==> src/rtl/ones_pattern_gen.sv <==
// ones_pattern_gen: takes a count N over a valid/ready handshake and builds a
// WIDTH-bit word holding exactly N ones, packed at the LSB end (in_align=0) or
// the MSB end (in_align=1). One '1' is shifted in per clock. The finished word
// is offered on a valid/ready output. Counts above WIDTH are clamped to WIDTH
// and flagged on the sticky sat_err.
//
// Ports:
//   clk, rst            clock (rising edge), asynchronous active-low reset
//   in_valid/in_ready   count request handshake; in_ready is high only in idle
//   in_count, in_align  requested number of ones, packing end
//   out_valid/out_ready pattern handshake; out_data is 0 unless out_valid
//   busy                high while filling or holding a finished pattern
//   sat_err             sticky: a request asked for more than WIDTH ones
//   chk_err             sticky: finished pattern popcount disagreed with the
//                       clamped request (only with the self-check build)
//
// Build option: define ONES_PATTERN_GEN_SELF_CHECK_EN to add the popcount
// self-check; otherwise chk_err is tied to 0.
module ones_pattern_gen #(
  parameter int unsigned WIDTH = 32,
  parameter int unsigned DEPTH = $clog2(WIDTH) + 1
) (
  input  logic             clk,
  input  logic             rst,
  input  logic             in_valid,
  output logic             in_ready,
  input  logic [DEPTH-1:0] in_count,
  input  logic             in_align,
  output logic             out_valid,
  input  logic             out_ready,
  output logic [WIDTH-1:0] out_data,
  output logic             busy,
  output logic             sat_err,
  output logic             chk_err
);

  localparam logic [DEPTH-1:0] WidthCnt = DEPTH'(WIDTH);

  typedef enum logic [1:0] {StIdle, StFill, StDone} state_e;

  state_e           state_q, state_d;
  logic [WIDTH-1:0] shreg_q, shreg_d;
  logic [DEPTH-1:0] rem_q, rem_d;
  logic             align_q, align_d;
  logic             sat_q, sat_d;
  logic [DEPTH-1:0] clamped;

  assign clamped = (in_count > WidthCnt) ? WidthCnt : in_count;

  always_comb begin
    state_d = state_q;
    shreg_d = shreg_q;
    rem_d   = rem_q;
    align_d = align_q;
    sat_d   = sat_q;
    unique case (state_q)
      StIdle: begin
        if (in_valid) begin
          align_d = in_align;
          rem_d   = clamped;
          shreg_d = '0;
          if (in_count > WidthCnt) sat_d = 1'b1;
          // A zero count has nothing to shift, so it finishes on the accept edge.
          state_d = (clamped == '0) ? StDone : StFill;
        end
      end
      StFill: begin
        shreg_d = align_q ? {1'b1, shreg_q[WIDTH-1:1]} : {shreg_q[WIDTH-2:0], 1'b1};
        rem_d   = rem_q - DEPTH'(1);
        if (rem_q == DEPTH'(1)) state_d = StDone;
      end
      StDone: begin
        if (out_ready) begin
          state_d = StIdle;
          shreg_d = '0;
        end
      end
      default: state_d = StIdle;
    endcase
  end

  always_ff @(posedge clk or negedge rst) begin
    if (!rst) begin
      state_q <= StIdle;
      shreg_q <= '0;
      rem_q   <= '0;
      align_q <= 1'b0;
      sat_q   <= 1'b0;
    end else begin
      state_q <= state_d;
      shreg_q <= shreg_d;
      rem_q   <= rem_d;
      align_q <= align_d;
      sat_q   <= sat_d;
    end
  end

  assign in_ready  = (state_q == StIdle);
  assign out_valid = (state_q == StDone);
  assign busy      = (state_q != StIdle);
  // Mask the shift register so partially built patterns never leak out.
  assign out_data  = out_valid ? shreg_q : '0;
  assign sat_err   = sat_q;

`ifdef ONES_PATTERN_GEN_SELF_CHECK_EN
  logic [DEPTH-1:0] count_q, count_d;
  logic [DEPTH-1:0] popcnt;
  logic             chk_q, chk_d;

  always_comb begin
    popcnt = '0;
    for (int i = 0; i < int'(WIDTH); i++) begin
      popcnt = popcnt + DEPTH'(shreg_q[i]);
    end
  end

  always_comb begin
    count_d = count_q;
    chk_d   = chk_q;
    if (state_q == StIdle && in_valid) count_d = clamped;
    if (state_q == StDone && popcnt != count_q) chk_d = 1'b1;
  end

  always_ff @(posedge clk or negedge rst) begin
    if (!rst) begin
      count_q <= '0;
      chk_q   <= 1'b0;
    end else begin
      count_q <= count_d;
      chk_q   <= chk_d;
    end
  end

  assign chk_err = chk_q;
`else
  assign chk_err = 1'b0;
`endif

endmodule

==> config.mk <==
export PLATFORM = sky130hd
export DESIGN_NAME = ones_pattern_gen
export DESIGN_NICKNAME = d
export VERILOG_FILES = /design/src/rtl/ones_pattern_gen.sv
export SDC_FILE = /design/constraint.sdc
export NUM_CORES = 1
export LEC_CHECK = 0
export CAP_MARGIN = 5
export CELL_PAD_IN_SITES_DETAIL_PLACEMENT = 1
export CELL_PAD_IN_SITES_GLOBAL_PLACEMENT = 1
export CORE_AREA = 2 2 85 71
export DETAILED_ROUTE_END_ITERATION = 10
export DIE_AREA = 0 0 87 73
export PLACE_DENSITY = 0.87
export SLEW_MARGIN = 25
export SYNTH_ARGS = -nofsm -noshare
export SYNTH_HDL_FRONTEND = slang
export SYNTH_SLANG_ARGS = --single-unit
export TNS_END_PERCENT = 100
==> constraint.sdc <==
create_clock -name clk -period 4.9 [get_ports clk]
set_input_delay 0.735 -clock clk [delete_from_list [all_inputs] [get_ports clk]]
set_output_delay 0.735 -clock clk [all_outputs]
set_load 0.01 [all_outputs]
**After elaboration in Yosys (flattened, before gate mapping)**

Cells that the tools add are included.

- Muxes and demuxes: 13
- Magnitude comparators: 1
- $add $sub $neg: 1
- Reductions and logical operators: 10
- Eq/ne operators: 6

Operator list:

| operator | count |
|---|---|
| 32-bit two-way mux | 4 |
| 32-bit case mux with 3 select lines | 1 |
| 6-bit two-way mux | 2 |
| 6-bit case mux with 2 select lines | 1 |
| 3-bit AND reduction | 3 |
| 2-bit two-way mux | 4 |
| 6-bit by 1-bit equality test with 1-bit output (second input constant) | 1 |
| 6-bit greater-than comparator (second input constant) | 1 |
| 6-bit zero test | 1 |
| 2-bit case mux with 3 select lines | 1 |
| 6-bit by 1-bit subtractor with 6-bit output (second input constant) | 1 |
| 2-bit != test (second input constant) | 2 |
| 2-bit AND reduction | 2 |
| 2-bit nonzero test | 2 |
| 3-bit nonzero test | 1 |
| 2-bit by 1-bit equality test with 1-bit output (second input constant) | 1 |
| 2-bit equality test (second input constant) | 1 |
| 2-bit zero test | 1 |
| 2-bit by 1-bit != test with 1-bit output (second input constant) | 1 |

- Output and inout port bits: 37
- Register bits after elaboration: 42

**Longest topological paths before layout**

Gate-level depths: netlist of the first run.

- Word-level depth: 6
- Depth in mapped cells: 5
- Mapped depth without buffers: 5

**Worst setup path after synthesis of the first run**

OpenSTA, ideal clock, no wires.

- Path type: reg-to-output
- Start point: register state_q[0]
- End point: output out_data[22]
- Data required time: 4.165 ns
- Cell stages (with the launch flop): 5
- Path buffers: 2
- Path slack: 2.891 ns
- Data arrival time: 1.274 ns
- Path through: dfrtp_1 buf_2 and2b_1 clkbuf_1 and2_1

- Cells in the longest elaborated chain, start to end: 2

Ends and longest elaborated chain:

| item | RTL line | text |
|---|---|---|
| from (decl) | 41 | `state_e state_q, state_d;` |
| from (signal assigned) | 84 | `state_q <= StIdle;` |
| from (signal assigned) | 90 | `state_q <= state_d;` |
| 2-bit equality test | 99 | `assign out_valid = (state_q == StDone);` |
| via out_valid | 29 | `output logic out_valid,` |
| 32-bit two-way mux | 102 | `assign out_data = out_valid ? shreg_q : '0;` |
| to (decl) | 31 | `output logic [WIDTH-1:0] out_data,` |

The timed path passes the listed nets, and every way through them passes these cells.

**Worst setup path after layout of the first run**

- Start point: register state_q[0]
- End point: output out_data[25]

- Cells in the longest elaborated chain, start to end: 2

Ends and longest elaborated chain:

| item | RTL line |
|---|---|
| 2-bit equality test | 99 |
| 32-bit two-way mux | 102 |

No other way between the ends.

==> results summary, run 1 <==
The run finished with clean final reports. The setup path with the least slack is of type reg -> out. STA classifies the critical path endpoint as an output port. The number of antenna cells inserted is 0. Fill cells in the final layout number 588. For this design the static power due to leakage is 1.20 nW. Entering global routing, the biggest net connects 43 pins. In this run the post-CTS setup repair buffer count came out at 0. The min-delay analysis places its worst path in the category in -> async. The portion of the clock cycle consumed by the worst path in the final layout is 64.7%. The critical path required time came out at 4.16 ns.

The share of the Yosys chip area taken by registers is 46.0%. The register bit total from synthesis came out at 42. The layout net count is 259. In this run the deepest clock path goes through 2 buffers. The headroom to the max-slew limit is 39.5%. The sum of negative setup slack is 0 ns. The shortest clock period the worst path allows after layout is 3.17 ns. The total count of max-transition violations in the final report is 0. Synthesis produced a netlist with a net count of 221. The number of antenna violations at the first check in global routing is 0.

The worst hold slack after final layout came out at 0.332 ns. The met2 usage is 27.8%. For this run, global-route usage on met3 was measured as 4.07%. The tool flagged a number of max-cap violations equal to 0.

For this run, the number of Yosys warnings is 0. The nature of the critical path startpoint is a flop. The combined flip-flop and latch cell area is 1050 µm². The number of rows in the core area came out at 25. The cell area after synthesis came out at 2290 µm².

The die area is 6350 µm². The clock net in this run drives a total of 42 sinks. The number of optimization iterations in the first detailed-route pass is 6. The global-route track usage on met1 came out at 24.1%. Clock tree synthesis inserted a total of 5 buffers. The initial core utilization came out at 40.8%.

Setup repair after global routing left no endpoint under its margin. The total routed wirelength came out at 5350 µm. The placed wire-length estimate after detailed placement came out at 3590 µm. The layout overhead on the synthesized area came out at 25.5%.

The insertion delay to the later sink of the worst-skew pair came out at 0.30 ns. The largest fanout on the critical path is 34. The via-per-instance ratio is 5.55. The post-cts repair resize count came out at 0. The height of the chip is 73 µm. The library cells used most frequently in the layout, excluding fill and tap cells, are 45 x sky130_fd_sc_hd__clkdlybuf4s50_1, 41 x sky130_fd_sc_hd__dfrtp_1, 32 x sky130_fd_sc_hd__and2_1.

sky130_fd_sc_hd__dfrtp_1 takes more of the synthesized area than any other cell. Summing over every cut layer, the via total after detailed routing is 1744. TritonCTS built the clock tree. Clock-pin slew was measured on the worst setup and hold paths at 0.08 ns. The worst-case IR drop observed on VDD is 0.000160 V.

The floorplan core area came out at 5600 µm². After synthesis, the mean cell area works out to 11.0 µm². The number of hold buffers added after cts came out at 0. STA puts the critical path data arrival time at 2.43 ns. The power per standard cell area came out at 430 nW/µm². Dividing the detail-routed wire length by the instance count gives 17.0 µm. The die is 87 µm wide.

The upper clock frequency limit is 316 MHz. The leftover overflow at the end of global routing is 0. For the pin with the worst max-slew slack, the measured transition is 0.907 ns.

The first global-routing pass estimated 8750 µm of wire. The most crowded layer after global routing is met2. The proportion of netlist area held by the largest area contributor came out at 46.0%. The hold violation total from the final report was 0. The number of remaining DRC errors is 0.

The most frequent standard cell in the layout excluding fill and tap cells is sky130_fd_sc_hd__clkdlybuf4s50_1. The area used by multi-input combinational logic is 1140 µm². The count of input and output buffers came out at 46.

Cells fill 51.2% of the core in the end. The finished layout cell area is 2870 µm². Clock skew on the completed layout was measured at 0.00694 ns. In the post-synthesis netlist, the biggest area contributors are sky130_fd_sc_hd__dfrtp_1 46%, sky130_fd_sc_hd__mux2i_1 14%, sky130_fd_sc_hd__o2bb2ai_1 12%, sky130_fd_sc_hd__and2_1 8.8%, sky130_fd_sc_hd__buf_2 1.5%. The placed instances occupy a cell area of 2760 µm². The detailed router's first-iteration violation count came out at 105. The post-route netlist has 7.69% of its cells at a drive strength greater than 1. The number of global-route vias before repair came out at 1727.

The number of distinct library cells after synthesis is 42. The routability congestion estimate is 0.758. In the global route stage, overall resource usage came out at 17.6%.

The H-tree depth reported by CTS is 2. The post-route antenna net violation count is 0. The total I/O pin count came out at 48. Synthesis produced a netlist whose cell count is 208.

The final setup violation count is 0. The tree is rooted in a sky130_fd_sc_hd__clkbuf_8.
-- area by class of cell --
class	instances	share of cell area, %
Multi-Input combinational cell	143	39.6
Sequential cell	42	36.7
Timing Repair Buffer	49	17.1
Tap cell	67	2.92
Clock buffer	6	2.53
Inverter	5	0.654
Clock inverter	2	0.480
-- power breakdown --
part	internal, W	total (W)	switching [W]
Sequential	0.000439	0.000598	0.000159
Combinational	0.000208	0.000411	0.000203
Clock	0.000101	0.000225	0.000125
Total	0.000748	0.00123	0.000487
-- sequential cells by signal (all words and copies together), names as in the netlist --
register  count
align_q       1
rem_q         6
sat_err       1
shreg_q      32
state_q       2
-- metal layers --
metal	up-vias	share of wire (%)
li1	830	-
met1	870	48
met2	35	47
met3	9	2.9
met4	0	1.8
met5	-	0
-- worst paths after layout --
kind                       slack (ns)                    from  cells past startpoint                endpoint
max reg2reg                      2.78  state_q[0]$_DFFE_PN0P_                      4  shreg_q[0]$_DFFE_PN0P_
min in group clk                 0.48     sat_err$_DFFE_PN0P_                      1     sat_err$_DFFE_PN0P_
min reg2reg                      0.48     sat_err$_DFFE_PN0P_                      1     sat_err$_DFFE_PN0P_
min                              0.33                     rst                      1     sat_err$_DFFE_PN0P_
max                              1.73  state_q[0]$_DFFE_PN0P_                      3            out_data[25]
max in group asynchronous        4.10                     rst                      2    rem_q[1]$_DFFE_PN0P_
-- kinds of logic (layout without fill, tap and decap cells) --
| logic type | Yosys count | after routing | synth area share (%) |
|---|---|---|---|
| AND/OR/NAND/NOR | 59 | 59 | 16.1 |
| AO/OA/AOI/OAI | 49 | 49 | 18.3 |
| adder cells (fa/ha/maj) | 2 | 2 | 1.09 |
| flip-flops | 42 | 42 | 46.0 |
| buffers and inverters | 23 | 62 | 4.32 |
| multiplexers | 32 | 32 | 14.1 |
| other | 1 | 1 | 0.164 |
-- through the flow --
step	power (W)	instances	setup WS [ns]
after global placement	0.000991	305	2.13
after floorplan	0.000880	208	2.89
after detailed placement	0.00101	305	2.03
after global routing	0.00132	314	1.56
after CTS	0.00124	313	1.68
final	0.00123	314	1.73
-- critical path, cell delays in order (launching register included) --
cell and delay (ns):
sky130_fd_sc_hd__dfrtp_1 0.50, sky130_fd_sc_hd__and2b_1 0.85, sky130_fd_sc_hd__and2_1 0.24, sky130_fd_sc_hd__clkdlybuf4s50_1 0.55
-- cells in the mapped netlist --
| cell type | instances |
|---|---|
| sky130_fd_sc_hd__o21ai_0 | 1 |
| sky130_fd_sc_hd__a22o_1 | 1 |
| sky130_fd_sc_hd__o41ai_1 | 1 |
| sky130_fd_sc_hd__a21boi_0 | 1 |
| sky130_fd_sc_hd__nand2_1 | 5 |
| sky130_fd_sc_hd__or3_1 | 1 |
| sky130_fd_sc_hd__and2_1 | 32 |
| sky130_fd_sc_hd__a311o_1 | 1 |
| sky130_fd_sc_hd__buf_2 | 7 |
| sky130_fd_sc_hd__a311oi_1 | 1 |
| sky130_fd_sc_hd__o211a_1 | 1 |
| sky130_fd_sc_hd__or4_1 | 1 |
| sky130_fd_sc_hd__nor2b_1 | 1 |
| sky130_fd_sc_hd__nor3_1 | 3 |
| sky130_fd_sc_hd__dfrtp_1 | 42 |
| sky130_fd_sc_hd__nor3b_2 | 1 |
| sky130_fd_sc_hd__clkbuf_1 | 9 |
| sky130_fd_sc_hd__conb_1 | 1 |
| sky130_fd_sc_hd__ha_1 | 2 |
| sky130_fd_sc_hd__nand3b_1 | 1 |
| sky130_fd_sc_hd__and2b_1 | 1 |
| sky130_fd_sc_hd__mux2_2 | 1 |
| sky130_fd_sc_hd__o311ai_0 | 3 |
| sky130_fd_sc_hd__nor3b_1 | 1 |
| sky130_fd_sc_hd__or2_2 | 1 |
| sky130_fd_sc_hd__o2bb2ai_1 | 31 |
| sky130_fd_sc_hd__o21bai_1 | 1 |
| sky130_fd_sc_hd__o22ai_1 | 1 |
| sky130_fd_sc_hd__and3b_1 | 1 |
| sky130_fd_sc_hd__or4b_4 | 1 |
| sky130_fd_sc_hd__nand3_1 | 1 |
| sky130_fd_sc_hd__a2bb2oi_2 | 1 |
| sky130_fd_sc_hd__o211ai_1 | 2 |
| sky130_fd_sc_hd__or3b_2 | 2 |
| sky130_fd_sc_hd__buf_4 | 1 |
| sky130_fd_sc_hd__a21oi_1 | 2 |
| sky130_fd_sc_hd__a21o_1 | 1 |
| sky130_fd_sc_hd__nand2b_1 | 2 |
| sky130_fd_sc_hd__mux2i_1 | 31 |
| sky130_fd_sc_hd__inv_1 | 5 |
| sky130_fd_sc_hd__buf_1 | 1 |
| sky130_fd_sc_hd__nor2_1 | 4 |
No activity file was read; power rests on OpenSTA's default activity.
==> inputs of run 2 (changes only) <==
--- a/config.mk
+++ b/config.mk
@@ -8,10 +8,10 @@
 export CAP_MARGIN = 5
 export CELL_PAD_IN_SITES_DETAIL_PLACEMENT = 1
 export CELL_PAD_IN_SITES_GLOBAL_PLACEMENT = 1
-export CORE_AREA = 2 2 85 71
+export CORE_AREA = 2 2 93 77
 export DETAILED_ROUTE_END_ITERATION = 10
-export DIE_AREA = 0 0 87 73
-export PLACE_DENSITY = 0.87
+export DIE_AREA = 0 0 95 79
+export PLACE_DENSITY = 0.78
 export SLEW_MARGIN = 25
 export SYNTH_ARGS = -nofsm -noshare
 export SYNTH_HDL_FRONTEND = slang
==> constraint.sdc (replaced) <==
create_clock -name clk -period 2.7 [get_ports clk]
set_input_delay 0.405 -clock clk [delete_from_list [all_inputs] [get_ports clk]]
set_output_delay 0.405 -clock clk [all_outputs]
set_load 0.01 [all_outputs]
==> run 2 against run 1 <==
Against the previous run: sequential share of layout area is 0.44 points lower; power rose by 88%; core utilization fell by 7.6 points; wire length shrank 2.4%; first-iteration DRC count rose by 5.7%; worst hold slack lost 0.25 ns; clock skew fell by 0.0011 ns; combinational power is 79% higher; register-to-register slack worse by 1.8 ns; design area rose by 1.2%; largest power group unchanged.
==> results summary, run 2 (same netlist as run 1, synthesis figures left out) <==
The initial core utilization is 34.3%. Timing would allow up to 414 MHz. The clock root buffer is sky130_fd_sc_hd__clkbuf_8. The largest single stage delay on the critical path is 0.56 ns.

The layout overhead on the synthesized area came out at 27.0%. Once placement finished, the instance area stood at 2790 µm². Across all layers, the routed design uses 1708 vias. The actual transition at the worst max-transition pin came out at 0.901 ns.

The final setup violation count came out at 0. In this run the power density over the cells is 798 nW/µm². The total power draw came out at 0.00232 W.

The largest registers in the layout are shreg_q x32, rem_q x6, state_q x2. The number of remaining DRC errors is 0. The kind of cell with the highest combined delay along the critical path is buffers and inverters. The clock sink count came out at 42. The number of hold buffers added after cts came out at 0. The clock slew at the register clock pins of the worst setup and hold paths is 0.08 ns. The detailed router's first-iteration violation count is 111. The count of input and output buffers came out at 46. The source of the critical timing path is state_q[1]$_DFFE_PN0P_.

The critical path required time is 2.30 ns. In the layout the commonest cells are 45 x sky130_fd_sc_hd__clkdlybuf4s50_1, 41 x sky130_fd_sc_hd__dfrtp_1, 32 x sky130_fd_sc_hd__and2_1. The die width came out at 95 µm.

The total leakage power came out at 1.21 nW. STA classifies the critical path startpoint as a flop. The hold violation total from the final report is 0. Together, buffers and inverters on the worst path number 2. In the final layout, the share of cells above drive strength 1 is 7.29%. The critical path crosses 4 cells after its start point.

The placed wire-length estimate after detailed placement came out at 3550 µm. The post-CTS setup buffer count came out at 0. The worst hold slack after final layout is 0.0873 ns. The number of antenna cells inserted came out at 0. The via-per-instance ratio came out at 5.11.

The number of global-route vias before repair is 1747. The number of antenna violations at the first check in global routing came out at 0. The worst register-to-register path begins at state_q[1]$_DFFE_PN0P_.

The first-pass GRT wire length came out at 8950 µm. The number of placed instances with taps included is 326. The wire length per cell is 15.6 µm. The post-cts repair resize count came out at 0. The slowest stage of the critical path belongs to the cell sky130_fd_sc_hd__dfrtp_1. The final critical path takes up 89.5% of the cycle. The number of clock buffers added by TritonCTS is 5.

The worst pin sits at a relative slew slack of 40.0%. For this run, the detailed router's first-pass iteration total came to 4. Walking the worst path, the cells encountered are and2b_1 > buf_4 > and2_1 > clkdlybuf4s50_1.

The CTS tree is done. The total routed wirelength is 5220 µm. The largest fanout on the critical path came out at 34. The post-layout instance count excluding filler cells came out at 334.

For the finished layout, the period the worst path requires is 2.42 ns. The total overflow left after global routing is 0. The post-route antenna net violation count is 0. The floorplan core area is 6660 µm². At the later pin of the worst-skew pair, clock insertion delay measures 0.29 ns.

The maximum buffer depth of the clock tree came out at 2. The library cell used most frequently in the layout, excluding fill and tap cells, is sky130_fd_sc_hd__clkdlybuf4s50_1. The worst vdd rail ir drop came out at 0.000346 V. The maximum clock skew at final layout came out at 0.00583 ns.

In this run the worst hold path is classified as in -> async. Entering global routing, the biggest net connects 43 pins. The total count of max-transition violations in the final report is 0. Setup repair after global routing left no endpoint under its margin. Ranked by flip-flop count, first place goes to shreg_q. Counting the fill cells in the layout gives 738. The layout net count is 259.

The sum of negative setup slack is 0 ns. Across the run, the number of max-cap violations was 0. The flip-flop count of the largest register after layout is 32. The clock tree synthesis step divided the H-tree into 2 levels. After floorplanning, the core was divided into 27 placement rows.

The endpoint kind of the worst setup timing path is an output port. For the worst flop-to-flop path, the logic depth is 3. The height of the chip is 79 µm. The finished layout cell area is 2900 µm². The total I/O pin count came out at 48. Routability-driven placement finished with a final weighted congestion of 0.759. The die area came out at 7510 µm². The arrival time of the worst setup path is 2.01 ns. The worst setup path is of the reg -> out kind. The global routing usage summed across all routing layers came out at 15.3%. The flow ran to the end, and the final reports show no timing, DRC or antenna violations.
-- run 2: cell count changes in the layout (fill, tap and decap cells not counted), sizes merged --
| cell | previous run | this run |
|---|---|---|
| clkinv | 2 | 0 |
| bufinv | 0 | 1 |
| clkbuf | 6 | 7 |
-- run 2: area by class of cell --
class | instances | area (µm²) | area share, %
clock inverters | 1 | 30.0 | 1.03
multi-input cells | 143 | 1140 | 39.1
inverters | 5 | 18.8 | 0.647
repair buffers | 49 | 480 | 16.6
flip-flops and latches | 42 | 1050 | 36.3
well taps | 87 | 109 | 3.75
clock buffers | 7 | 76.3 | 2.63
-- run 2: per-stage QoR --
stage / utilization (%) / setup slack (ns)
final: 43.6 / 0.284
after global placement: 42.0 / 0.622
after floorplan: - / 1.02
after detailed placement: 42.0 / 0.570
after CTS: 43.6 / 0.238
after global routing: 43.6 / 0.103
-- run 2: path summary, 6_finish.rpt --
kind	end	slack, ns
min in group clk	sat_err$_DFFE_PN0P_	0.48
max in group asynchronous	align_q$_DFFE_PN0P_	2.22
worst max-delay path	out_data[7]	0.28
worst min-delay path	sat_err$_DFFE_PN0P_	0.09
worst max register to register	rem_q[3]$_DFFE_PN0P_	0.94
worst min register to register	sat_err$_DFFE_PN0P_	0.48
-- run 2: layer usage --
layer	wire [µm]	GRT usage (%)	vias to the layer above
met5	0	0	-
met4	81	5.65	0
met3	139	2.85	6
met2	2200	20.8	32
met1	2800	23.8	835
li1	-	-	835
-- run 2: power breakdown --
| group | internal, W | switching, W |
|---|---|---|
| sequential | 0.000797 | 0.000291 |
| clock | 0.000277 | 0.000217 |
| combinational | 0.000376 | 0.000360 |
==> inputs of run 3 (changes only) <==
--- a/config.mk
+++ b/config.mk
@@ -9,6 +9,7 @@
 export CELL_PAD_IN_SITES_DETAIL_PLACEMENT = 1
 export CELL_PAD_IN_SITES_GLOBAL_PLACEMENT = 1
 export CORE_AREA = 2 2 93 77
+export CTS_CLUSTER_DIAMETER = 80
 export DETAILED_ROUTE_END_ITERATION = 10
 export DIE_AREA = 0 0 95 79
 export PLACE_DENSITY = 0.78
==> results of run 3 <==
The final DEF is identical to that of run 2; final timing and power are the same.
